===== config.mk =====
export PLATFORM = sky130hd
export DESIGN_NAME = fft_bit_reverse_pairer
export DESIGN_NICKNAME = d
export VERILOG_FILES = /design/src/rtl/fft_bit_reverse_pairer_pkg.sv /design/src/rtl/fft_bit_reverse_pairer_complex_regfile.sv /design/src/rtl/fft_bit_reverse_pairer.sv
export SDC_FILE = /design/constraint.sdc
export NUM_CORES = 1
export LEC_CHECK = 0
export CAP_MARGIN = 20
export CORE_ASPECT_RATIO = 1.75
export CORE_UTILIZATION = 50
export CTS_CLUSTER_SIZE = 14
export DETAILED_ROUTE_END_ITERATION = 8
export GPL_TIMING_DRIVEN = 1
export PLACE_DENSITY = 0.78
export SETUP_SLACK_MARGIN = 0.1
export SYNTH_ARGS = -nofsm -noshare
export SYNTH_HDL_FRONTEND = slang
export SYNTH_SLANG_ARGS = --single-unit
export TNS_END_PERCENT = 10

===== constraint.sdc =====
create_clock -name clk -period 6.15 [get_ports clk]
set_input_delay 1.23 -clock clk [delete_from_list [all_inputs] [get_ports clk]]
set_output_delay 1.23 -clock clk [all_outputs]
set_load 0.02 [all_outputs]

===== src/rtl/fft_bit_reverse_pairer_pkg.sv =====
// Shared FFT definitions: pairer FSM states, index bit reversal and the
// fixed-point unity constant used to build twiddle factors.
package fft_bit_reverse_pairer_pkg;

  typedef enum logic {
    FILL  = 1'b0,
    DRAIN = 1'b1
  } pair_state_t;

  // Reverse the low `logs` bits of idx; bits above `logs` come back as zero.
  function automatic logic [31:0] bit_reverse(input logic [31:0] idx, input int unsigned logs);
    logic [31:0] r;
    r = '0;
    for (int unsigned k = 0; k < 32; k++) begin
      if (k < logs) r[5'(logs - 1 - k)] = idx[5'(k)];
    end
    return r;
  endfunction

  // Fixed-point 1.0 for a word with `frac` fractional bits.
  function automatic logic [63:0] fixed_one(input int frac);
    return 64'(1) << frac;
  endfunction

endpackage


===== src/rtl/fft_bit_reverse_pairer_complex_regfile.sv =====
// Frame buffer of complex samples {r, c}: one synchronous write port and
// two independent combinational read ports (operand a and operand b).
module fft_bit_reverse_pairer_complex_regfile #(
  parameter int N     = 32,
  parameter int DEPTH = 8,
  parameter int AW    = 3
) (
  input  logic           clk,
  input  logic           we_i,
  input  logic [AW-1:0]  waddr_i,
  input  logic [2*N-1:0] wdata_i,
  input  logic [AW-1:0]  raddr_a_i,
  input  logic [AW-1:0]  raddr_b_i,
  output logic [2*N-1:0] rdata_a_o,
  output logic [2*N-1:0] rdata_b_o
);

  logic [2*N-1:0] mem_q [DEPTH];

  // Sample storage; deliberately not reset, every slot is rewritten per frame.
  always_ff @(posedge clk) begin
    if (we_i) mem_q[waddr_i] <= wdata_i;
  end

  assign rdata_a_o = mem_q[raddr_a_i];
  assign rdata_b_o = mem_q[raddr_b_i];

endmodule


===== src/rtl/fft_bit_reverse_pairer.sv =====
// Feeder for the first radix-2 DIT butterfly stage: buffers one frame in
// natural order, then presents it as bit-reversed (a, b) pairs with w = 1.
//
//   state | meaning
//   FILL  | accepting samples into the buffer, recv_rdy high
//   DRAIN | presenting pairs, send_val high, inputs ignored
module fft_bit_reverse_pairer
  import fft_bit_reverse_pairer_pkg::*;
#(
  parameter int n    = 32,
  parameter int d    = 16,
  parameter int size = 8
) (
  input  logic         clk,
  input  logic         reset,
  input  logic         recv_val,
  output logic         recv_rdy,
  input  logic [n-1:0] recv_r,
  input  logic [n-1:0] recv_c,
  output logic         send_val,
  input  logic         send_rdy,
  output logic [n-1:0] ar,
  output logic [n-1:0] ac,
  output logic [n-1:0] br,
  output logic [n-1:0] bc,
  output logic [n-1:0] wr,
  output logic [n-1:0] wc
);

  localparam int LOGS = $clog2(size);
  // Pair counter needs LOGS-1 bits, but never narrower than one bit.
  localparam int KW   = (LOGS > 1) ? LOGS - 1 : 1;

  pair_state_t     state_q, state_d;
  logic [LOGS-1:0] wptr_q, wptr_d;
  logic [KW-1:0]   kptr_q, kptr_d;

  logic            recv_fire;
  logic            send_fire;
  logic [LOGS-1:0] idx_a, idx_b;
  logic [LOGS-1:0] raddr_a, raddr_b;
  logic [2*n-1:0]  rdata_a, rdata_b;

  assign recv_fire = recv_val & recv_rdy;
  assign send_fire = send_val & send_rdy;

  // Pair k covers natural indices 2k and 2k+1 before reversal.
  assign idx_a   = LOGS'({kptr_q, 1'b0});
  assign idx_b   = idx_a | LOGS'(1);
  assign raddr_a = LOGS'(bit_reverse(32'(idx_a), LOGS));
  assign raddr_b = LOGS'(bit_reverse(32'(idx_b), LOGS));

  fft_bit_reverse_pairer_complex_regfile #(
    .N    (n),
    .DEPTH(size),
    .AW   (LOGS)
  ) u_regfile (
    .clk      (clk),
    .we_i     (recv_fire),
    .waddr_i  (wptr_q),
    .wdata_i  ({recv_r, recv_c}),
    .raddr_a_i(raddr_a),
    .raddr_b_i(raddr_b),
    .rdata_a_o(rdata_a),
    .rdata_b_o(rdata_b)
  );

  // State and pointer registers with synchronous reset.
  always_ff @(posedge clk) begin
    if (reset) begin
      state_q <= FILL;
      wptr_q  <= '0;
      kptr_q  <= '0;
    end else begin
      state_q <= state_d;
      wptr_q  <= wptr_d;
      kptr_q  <= kptr_d;
    end
  end

  // Next-state and pointer advance; handshakes only move their own pointer.
  always_comb begin
    state_d = state_q;
    wptr_d  = wptr_q;
    kptr_d  = kptr_q;
    unique case (state_q)
      FILL: begin
        if (recv_fire) begin
          if (wptr_q == LOGS'(size - 1)) begin
            wptr_d  = '0;
            state_d = DRAIN;
          end else begin
            wptr_d = wptr_q + LOGS'(1);
          end
        end
      end
      DRAIN: begin
        if (send_fire) begin
          if (kptr_q == KW'(size / 2 - 1)) begin
            kptr_d  = '0;
            state_d = FILL;
          end else begin
            kptr_d = kptr_q + KW'(1);
          end
        end
      end
      default: state_d = FILL;
    endcase
  end

  // Stream flags and operand outputs; operands are zeroed outside DRAIN.
  always_comb begin
    recv_rdy = (state_q == FILL);
    send_val = (state_q == DRAIN);
    ar = '0;
    ac = '0;
    br = '0;
    bc = '0;
    if (send_val) begin
      ar = rdata_a[2*n-1:n];
      ac = rdata_a[n-1:0];
      br = rdata_b[2*n-1:n];
      bc = rdata_b[n-1:0];
    end
  end

  assign wr = n'(fixed_one(d));
  assign wc = '0;

endmodule

# [Yosys cells after proc, flatten, opt, wreduce, memory -nomap -nowiden]
# Memories as Yosys holds them, arrays and structs flattened. A register that Yosys moved wholly into a read port is not among the register bits.
# Cells that the tools add are included.
# W data, S select, Z words.
[totals] regBits=6 mem_bits_rw=512 input_bits=68 output_inout_bits=194 elab_cells=30 mem_count=1
[op_classes] add_sub_neg=2 n_eq_ne=2 n_mux=17 bitwise=3 n_reduce_logical=2
[mem_list] memory="u_regfile.mem_q" depth=8 word_bits=64 read_ports=2 rd_ports_with_merged_regs=2 wr=1 line_no="fft_bit_reverse_pairer_complex_regfile.sv:18" rtl="logic [2*N-1:0] mem_q [DEPTH];"
[op_table] op="$mux W32" n=4
[op_table] op="$mux W3" n=5
[op_table] op="$mux W1" n=6
[op_table] op="$reduce_and A2 Y1" n=2
[op_table] op="$add A3 B1 Y3 const B" n=1
[op_table] op="$eq A3 B3 Y1 const B" n=1
[op_table] op="$add A2 B1 Y2 const B" n=1
[op_table] op="$and A1 B1 Y1" n=2
[op_table] op="$eq A2 B2 Y1 const B" n=1
[op_table] op="$mux W2" n=1
[op_table] op="$pmux W1 S2" n=1
[op_table] op="$not A1 Y1" n=1

# [Logic depth before layout (Yosys ltp)]
# Gate-level depths: netlist (run 1).
[logic_depth] word_depth=4 ltp_mapped=5 ltp_nobuf=5

# [Hierarchy]
# A second synthesis (run 1) with hierarchy kept.
[unflattened] hier_cells=1215 area_unflattened_um2=24727.5
[modules_own_cells] module="fft_bit_reverse_pairer_complex_regfile" instances=1 cells_per_inst=979 area_per_inst_um2=23098.4 seq_area_each_um2=15374.7
[modules_own_cells] module="fft_bit_reverse_pairer" instances=1 cells_per_inst=236 area_per_inst_um2=1629.1 seq_area_each_um2=120.1

# [Least setup slack after synthesis (run 1)]
# OpenSTA, ideal clock, no wires.
[synth_path] path_kind="in2reg" from="input recv_val" to="memory u_regfile.mem_q[0][0] (netlist bit) (enable)" setup_ps=565 t_arrival_ps=5957 required_ps=5585 slack_ps=-372 stages=4 n_path_buf=1 path_cell_list="nor2b_1 -> buf_2 -> nand2b_1 -> nor3_1"
[synth_between] elab_chain_len=3
[synth_lines] element="from (decl)" line_no="fft_bit_reverse_pairer.sv:16" rtl="input logic recv_val,"
[synth_lines] element="$and A1 B1 Y1" line_no="fft_bit_reverse_pairer.sv:44" rtl="assign recv_fire = recv_val & recv_rdy;"
[synth_lines] element="$mux W1" line_no="fft_bit_reverse_pairer_complex_regfile.sv:22" rtl="if (we_i) mem_q[waddr_i] <= wdata_i;"
[synth_lines] element="$mux W1 (implied by the code)" line_no="fft_bit_reverse_pairer_complex_regfile.sv:22"
[synth_lines] element="to (decl)" line_no="fft_bit_reverse_pairer_complex_regfile.sv:18"
# Every way passes these cells.

# [Final worst setup path (run 1)]
[layout_path] from="register state_q (netlist: send_val)" to="output br[30]"
[layout_between] elab_chain_len=1
[layout_lines] element="from (decl)" line_no="fft_bit_reverse_pairer.sv:34" rtl="pair_state_t state_q, state_d;"
[layout_lines] element="from (signal assigned)" line_no="fft_bit_reverse_pairer.sv:75" rtl="state_q <= state_d;"
[layout_lines] element="$mux W32" line_no="fft_bit_reverse_pairer.sv:119" rtl="if (send_val) begin"
[layout_lines] element="to (decl)" line_no="fft_bit_reverse_pairer.sv:24" rtl="output logic [n-1:0] br,"
# Every way passes these cells.

==> key figures, run 1 <==
Worst setup path
  • Startpoint Class: flop
  • Cell Chain, Critical Path: nand2_4, buf_4, o22ai_1, clkdlybuf4s50_1
  • Critical path arrival: between 3000 and 4000 ps
  • Crit path max-delay family: buffers and inverters
  • Critical Path RT: a little under 5000 ps
  • CP endpoint kind: primary output
  • Crit path largest cell delay: approximately 700 ps
  • WS Path Type: flop to primary output
  • Crit-path max FO: 82
  • CP Buf/Inv Count: 2
  • Slowest CP cell: clkdlybuf4s50_1

Power and ir drop
  • Net Sw Frac: about 19%
  • Worst VDD drop: around 170 uV
  • Int Power: between 5000 and 6000 uW
  • NetSw: approximately 1300 uW
  • Tot Pwr: roughly 6800 uW
  • Clock power share: a little under two fifths
  • Leak: 0.007096 uW
  • Combinational share of power: under 10%
  • Pwr/cell area: between 200 and 300 nW/um^2
  • Reg power frac: between 50% and 60%

Floorplanning
  • Row Count: 97
  • Chip width: 153.9 um
  • Core Area: about 40000 um^2
  • Die ar.: 41230 um^2
  • Initial core utilization: between 50% and 60%
  • IO Count: 262
  • Die height: approximately 270 um

STA
  • Fin. Hold Viols: 0
  • Slew HR: a little over a quarter
  • RSZ-0062 raised after global routing: false
  • Fin. max-slew vios: 0
  • Fin Hold WS: approximately 510 ps
  • Setup Viol. Count Final: 0
  • Skew final: about 19 ps
  • Min Tclk post-route: 4665 ps
  • Achievable Freq: approximately 210 MHz
  • Post-route setup slack: between 1000 and 1500 ps
  • Final cycle utilization of the critical path: between 70% and 80%
  • Slew @ Worst Pin: 1091 ps

Cells and area
  • Commonest non-fill, non-tap cell in the layout: edfxtp_1
  • Layout cells sized above 1: 6.454%
  • Final nets: ~1300
  • # fillers: 2865
  • Final Instance Count excl. Fillers: about 1800
  • Antenna diodes: 0
  • Commonest non-fill, non-tap cells in the layout: edfxtp_1, mux2i_1, clkdlybuf4s50_1
  • Area Growth Syn to Fin: 16.41%

Routing
  • Final wirelength: slightly above 40000 um
  • Post-DRT Antenna Nets: 0
  • Via density: between 5 and 6
  • Residual DRC count: 0
  • Initial detailed-routing violation count: around 840
  • DR vias: 10010
  • DRT Pass-1 Iters: 5
  • Drt wl/cell: 23.18 um

Place
  • Place WS: 1989 ps
  • DP Cell Count: between 1500 and 2000
  • Dpl hpwl: between 20000 and 25000 um
  • Final GP Congestion: 0.7691
  • Port-buffer cells: about 200

Run
  • Max-cap violations: 0

Clocking
  • TritonCTS Buffers: 44
  • Gates resized, CTS repair: 0
  • Buffer count from post-CTS setup fixing: 0
  • Hold-fix buffers, CTS: 0
  • H-tree depth: 2
  • Clk buf depth: 3
  • Skew-Pair Late Insertion Delay: about 560 ps
  • CTS tree: done
  • Clock root cell: clkbuf_16
  • Clk slew on worst S/H paths: roughly 60 ps
  • Clock Sinks: 520

Logic synthesis
  • Avg Cell Area, Syn: roughly 19 um^2
  • Synth top area cells: edfxtp_1, mux2i_1, o22ai_1, buf_4, buf_12
  • Flops & latches, synth: 520
  • Distinct cells, synth: 22
  • Post-synth top area share: ~76%
  • Area leader, netlist: edfxtp_1
  • Sequential fraction of the synthesis area: between 70% and 80%
  • Post-synthesis cell area: between 20000 and 25000 um^2
  • Mapped Cells: between 1000 and 1500
  • YS warnings: 0

Global routing
  • Largest net degree at the start of global routing: 83
  • Tot GR Track Use: around a fifth
  • Remaining Overflow, GRT: 0
  • First-pass GRT wire length: about 61000 um
  • Initial antenna violation count: 3
  • Vias in the first global route: 9933

Worst hold path
  • Hold/Removal Path Class: flop to flop

Run status
  • Status: complete, no violations
## power by group through the flow
stage	Clock [uW]	Combinational (uW)	Sequential, uW
floorplan	0	122	4070
global placement	0	210	4060
detailed placement	0	218	4070
CTS	2620	218	3990
global route	2750	233	4000
finish	2590	216	3990
## synth_stat cells
master    count
edfxtp_1    512
mux2i_1     260
o22ai_1     128
buf_4        66
buf_2        25
buf_6        17
buf_12       12
nor2_1       12
dfxtp_1       8
nand2_1       5
ha_1          3
nand2b_1      3
a21oi_1       2
conb_1        2
nor3_1        2
a311oi_1      1
buf_8         1
clkbuf_4      1
inv_1         1
nand2b_2      1
nand3_1       1
nor2b_1       1
## flip-flops by register name, summed over array words and instances, names as in the netlist, named ones only
name,count
wptr_q,3
send_val,1
u_regfile.mem_q,512
kptr_q,2
## cell type report
cell class | count | area (um^2) | share of cell area [%]
clock buffer | 58 | 1206 | 5.131
clock inverter | 7 | 93.84 | 0.3992
inverter | 1 | 3.754 | 0.01597
multi-input combinational | 483 | 3886 | 16.53
sequential | 520 | 15540 | 66.10
tap | 495 | 619.3 | 2.635
timing repair buffer | 217 | 2160 | 9.187
## stage by stage
stage          instance area, um^2  util [%]  setup TNS [ps]
4_1_cts                      23510     58.87               0
3_3_place_gp                 22210     55.62               0
6_report                     23510     58.87               0
3_5_place_dp                 22210     55.62               0
5_1_grt                      23510     58.87               0
2_1_floorplan                20430         -          -23460
## per-layer routing
| layer | track usage (%) | vias to the layer above | part of all wire [%] |
|---|---|---|---|
| li1 | - | 4491 | - |
| met1 | 22.79 | 5019 | 36 |
| met2 | 36.99 | 415 | 55 |
| met3 | 3.193 | 76 | 5.3 |
| met4 | 9.135 | 6 | 3.8 |
| met5 | 0 | - | 0.11 |
## worst register-to-register path, cell delays in order, from the launching register on
cell and delay, ps:
dfxtp_1 430, nor2b_1 430, nand2b_1 340, nor2_4 800, buf_4 500
## worst paths after layout
check	startpoint	endpoint	slack [ps]	cells after the start
worst max register to register	send_val$_SDFF_PP0_	u_regfile.mem_q[1][44]$_DFFE_PP_	3290	4
worst min-delay path	kptr_q[1]$_SDFFE_PP0P_	flop	510	2
worst min register to register	kptr_q[1]$_SDFFE_PP0P_	flop	510	2
worst max-delay path	send_val$_SDFF_PP0_	br[30]	1480	4
## cells by family after synthesis
kind of cell,after synthesis,synth area share [%]
AO/OA/AOI/OAI,131,4.059
adder cells (fa/ha/maj),3,0.1859
multiplexers,260,12.89
AND/OR/NAND/NOR,25,0.5577
buffers and inverters,123,5.341
flip-flops,520,76.93
other,2,0.03719
Note: power is estimated with default switching activity, not from simulation.
==> inputs of run 2 (changes only) <==
==> constraint.sdc (replaced) <==
create_clock -name clk -period 4.23 [get_ports clk]
set_input_delay 0.846 -clock clk [delete_from_list [all_inputs] [get_ports clk]]
set_output_delay 0.846 -clock clk [all_outputs]
set_load 0.02 [all_outputs]
==> key figures, run 2 (same netlist as run 1, synthesis figures left out) <==
Run status
  • Status: finished with violations
  • Failing checks: DRC

Cells and area
  • Commonest non-fill, non-tap cells in the layout: edfxtp_1, mux2i_1, clkdlybuf4s50_1
  • Max reg flops: 512 (unchanged)
  • Largest register by flop count: u_regfile.mem_q
  • Commonest non-fill, non-tap cell in the layout: edfxtp_1
  • Biggest registers after layout: u_regfile.mem_q x512, wptr_q x3, kptr_q x2
  • Post-Layout Inst Area: 23580 um^2 (+0.32%)
  • Final nets: 1343 (+0.37%)
  • Layout cells sized above 1: 6.739% (+0.28 points)
  • # fillers: 2794 (-2.5%)
  • Area Growth Syn to Fin: 16.79%

Routing
  • DR vias: 10050 (+0.40%)
  • Residual DRC count: 3 (+3)
  • DRT Pass-1 Iters: 7 (+2)
  • Initial detailed-routing violation count: 547 (-35%)
  • Via density: 5.613 (-0.11%)
  • Post-DRT Antenna Nets: 0 (unchanged)
  • Final wirelength: 40480 um (-1.9%)
  • Drt wl/cell: 22.62 um (-2.4%)

Clocking
  • Gates resized, CTS repair: 0 (unchanged)
  • TritonCTS Buffers: 44 (unchanged)
  • CTS tree: done
  • H-tree depth: 2 (unchanged)
  • Clk buf depth: 3 (unchanged)
  • Hold-fix buffers, CTS: 0 (unchanged)
  • Clock Sinks: 520 (unchanged)
  • Clk slew on worst S/H paths: 60 ps (about the same)
  • Skew-Pair Late Insertion Delay: 560 ps (about the same)
  • Buffer count from post-CTS setup fixing: 0 (unchanged)
  • Clock root cell: clkbuf_16

Worst setup path
  • WS Path Type: flop to primary output
  • Crit path largest cell delay: 680 ps (about the same)
  • Crit-path max FO: 39 (-52%)
  • Critical Path RT: 3380 ps (-1540 ps)
  • Reg2reg end: u_regfile.mem_q[0][41]$_DFFE_PP_
  • Reg2Reg Setup Slack: 1730 ps (-1560 ps)
  • R2R Path Start: send_val$_SDFF_PP0_
  • Startpoint Class: flop
  • CP endpoint kind: primary output
  • FF-to-FF path depth: 4 (unchanged)
  • Cell Chain, Critical Path: nand2b_4, buf_4, o22ai_1, clkdlybuf4s50_1
  • Slowest CP cell: clkdlybuf4s50_1
  • Critical path arrival: 3050 ps (-390 ps)

Floorplanning
  • Chip width: 153.9 um (unchanged)
  • Initial core utilization: 50.57% (unchanged)
  • Die ar.: 41230 um^2 (unchanged)
  • Row Count: 97 (unchanged)
  • Core Area: 39930 um^2 (unchanged)
  • Die height: 267.9 um (unchanged)
  • IO Count: 262 (unchanged)

Power and ir drop
  • Pwr/cell area: 417.1 nW/um^2 (+44%)
  • Leak: 0.007123 uW (+0.39%)
  • Worst VDD drop: 403.5 uV (+140%)

Global routing
  • First-pass GRT wire length: 59930 um (-1.1%)
  • Largest net degree at the start of global routing: 75 (-9.6%)
  • Tot GR Track Use: 19.65% (-0.41 points)
  • Vias in the first global route: 10170 (+2.4%)
  • Initial antenna violation count: 6 (+3)
  • Remaining Overflow, GRT: 0 (unchanged)

STA
  • Slew @ Worst Pin: 672.7 ps (-418.1 ps)
  • Post-route setup slack: 337.9 ps (-1147 ps)
  • Achievable Freq: 256.9 MHz
  • Fin. Hold Viols: 0 (unchanged)
  • RSZ-0062 raised after global routing: false
  • Final cycle utilization of the critical path: 92.01%
  • Slew HR: 55.16% (+28 points)
  • Min Tclk post-route: just under 4000 ps
  • Fin. max-slew vios: 0 (unchanged)
  • Setup Viol. Count Final: 0 (unchanged)
  • Skew final: 18.37 ps (-0.2995 ps)

Place
  • Final GP Congestion: 0.7424 (-3.5%)
  • Post-DP Area: 22290 um^2 (+0.37%)
  • Port-buffer cells: 197 (unchanged)
  • Place WS: 848.3 ps (-1140 ps)
  • Dpl hpwl: 24390 um (-2.3%)

Worst hold path
  • Worst hold path endpoint: kptr_q[1]$_SDFFE_PP0P_
  • Hold/Removal Path Class: flop to flop
  • Hold Path Cell Cnt: 2 (unchanged)
  • HP Start: kptr_q[1]$_SDFFE_PP0P_

Run
  • Max-cap violations: 0 (unchanged)
-- run 2: cell types whose count changed in the layout (fill, tap and decap cells not counted), sizes merged --
cell	previous run	this run
clkinv	5	3
diode	0	4
inv	1	3
buf	20	25
-- run 2: worst max path at each step --
| stage | startpoint | to | slack [ps] | cells after the start |
|---|---|---|---|---|
| global placement | recv_val | u_regfile.mem_q[0][50]$_DFFE_PP_ | 930 | 5 |
| global route | send_val$_SDFF_PP0_ | ac[28] | 240 | 4 |
| CTS | send_val$_SDFF_PP0_ | ac[28] | 290 | 4 |
| floorplan | recv_val | u_regfile.mem_q[3][0]$_DFFE_PP_ | -190 | 4 |
| detailed placement | recv_val | u_regfile.mem_q[6][36]$_DFFE_PP_ | 850 | 5 |
| finish | send_val$_SDFF_PP0_ | ac[23] | 340 | 4 |
-- run 2: routing by layer --
| metal | up-vias | part of all wire, % | GRT usage [%] |
|---|---|---|---|
| li1 | 4508 | - | - |
| met1 | 5074 | 36 | 21.89 |
| met3 | 92 | 4.7 | 3.193 |
| met2 | 369 | 54 | 35.60 |
| met5 | - | 0.059 | 0 |
| met4 | 4 | 5.1 | 11.24 |
-- run 2: final cells by class --
cell class / instances / area (um^2) / area share (%)
Tap cell: 495 / 619.3 / 2.626
Timing Repair Buffer: 222 / 2235 / 9.476
Clock inverter: 7 / 88.84 / 0.3767
Clock buffer: 58 / 1195 / 5.067
Multi-Input combinational cell: 483 / 3892 / 16.51
Antenna cell: 4 / 10.01 / 0.04244
Inverter: 1 / 3.754 / 0.01592
Sequential cell: 520 / 15540 / 65.89
-- run 2: stage by stage --
stage | hold WS (ps) | utilization, % | TNS, ps | std cells | total power, uW
after floorplan | 446.7 | - | -71100 | 1126 | 6097
after global placement | 470.3 | 55.82 | 0 | 1721 | 6209
after detailed placement | 501.4 | 55.82 | 0 | 1721 | 6228
after CTS | 510.0 | 59.04 | 0 | 1786 | 9900
after global routing | 568.0 | 59.06 | 0 | 1790 | 10100
final | 519.2 | 59.06 | 0 | 1790 | 9837
-- run 2: power breakdown --
group	internal (uW)	switching, uW
combinational	90.6	216
clock	2080	1640
sequential	5780	28.9
total	7950	1880
-- run 2: worst max-delay path: cells and delay by family (launching register included) --
kind / cells / cell delay (ps)
buffers and inverters: 2 / 1100
DFF: 1 / 600
AOI/OAI and AO/OA: 1 / 400
and+or+nand+nor: 1 / 370
==> patch (settings of run 2) <==
Set the parameter `size` to 4 (it was 8).
--- a/src/rtl/fft_bit_reverse_pairer.sv
+++ b/src/rtl/fft_bit_reverse_pairer.sv
@@ -9,7 +9,7 @@
 #(
   parameter int n    = 32,
   parameter int d    = 16,
-  parameter int size = 8
+  parameter int size = 4
 ) (
   input  logic         clk,
   input  logic         reset,
Behaviour: not the same (a bounded check fails within 10 cycles, from zero or initial values and one cycle with reset high).
==> patch against run 2 <==
  * The flow still finishes with violations (design-rule violations)
  * Die area shrank 47%
  * Routed wire length shrank 52%
  * Sequential cell count shrank 259
  * Power shrank 47%
  * Critical endpoint is now br[6]
  * Synthesized area shrank 48%
  * Sequential power shrank 48%
  * Design area shrank 45%
  * Largest cell class unchanged
  * Synthesized cell count shrank 40%
  * Core utilization grew 4.3 points
  * First-iteration DRC count shrank 60%
  * Register-to-register slack gained 420 ps
  * Setup slack gained 500 ps
  * Via count shrank 46%
  * Combinational power grew 6%
==> patch: results (changes against run 2) <==
[run_status]
run_status = finished, violations left
violations = design-rule violations

[sta]
worst_hold_slack_ps = 497.4  ; -21.81 ps

[yosys]
synthXorXnorAreaFrac_pct = 0.08314  ; +0.083 points
yosysUniqueCellTypes = 18  ; -18%
synthMuxAreaShare_pct = 12.35  ; -0.54 points
synth_commonest_cells = edfxtp_1, nor2_1, mux2i_1
synth_area_leaders = edfxtp_1, mux2i_1, nor2_1

[setup_path]
crit_end = br[6]
reg2regPathDepth = 2  ; -2
r2r_end = u_regfile.mem_q[1][30]
slowest_delay_ps = 540  ; -140 ps
ff2ff_setup_slack_ps = 2150  ; +420 ps
crit_fanout = 72  ; +85%

[power]
peakVddDrop_mv = 0.3672  ; -9.0%
leakagePower_uw = 0.004141  ; -42%

[global_routing]
grt_pass1_vias = 5349  ; -47%
use_met3_pct = 2.532  ; -0.66 points
antenna_found_initial = 4  ; -2
grt_max_degree = 73  ; -2.7%
grt_pass1_wl_mm = 28.89  ; -52%
use_met1_pct = 18.58  ; -3.3 points

[final_layout]
n_fill_cell = 1489  ; -47%
reg_top3 = u_regfile.mem_q (256), wptr_q (2)
final_nets = 902  ; -33%
layout-drive-gt1-share_pct = 4.286  ; -2.5 points

[routing]
m1WireLength_mm = 6.697  ; -55%
wl_per_cell_um = 17.70  ; -22%
drt_iter0_drc = 221  ; -60%
remaining_drc_errors = 23  ; +20

[hold_path]
holdPathEnd = send_val
hp-start = kptr_q

[cts]
cts.htree.levels = 1  ; -1

[place]
hpwl_mm = 12.61  ; -48%

-- patch: layout make-up --
class	instances	area [um^2]	share of cell area [%]
flip-flops and latches	261	7791	60.12
repair buffers	201	2027	15.64
clock buffers	29	598.1	4.615
multi-input cells	340	2158	16.66
clock inverters	6	55.05	0.4248
diodes	2	5.005	0.03862
well taps	248	310.3	2.395
inverters	3	13.76	0.1062
-- patch: metrics by stage --
stage                     util [%]  worst slack [ps]  std cells  total power (uW)
final                        63.33             840.6       1090              5177
after global routing         63.33             694.8       1090              5335
after CTS                    63.31             775.8       1088              5213
after detailed placement     60.12              1177       1053              3381
after global placement       60.12              1232       1053              3369
after floorplan                  -              1088        696              3266
-- patch: power by group --
part / internal, uW / switching [uW] / leakage (uW)
logic: 114 / 211 / 0.00143
registers: 2970 / 28.4 / 0.00239
clock network: 1050 / 807 / 0.000318
total: 4130 / 1050 / 0.00414
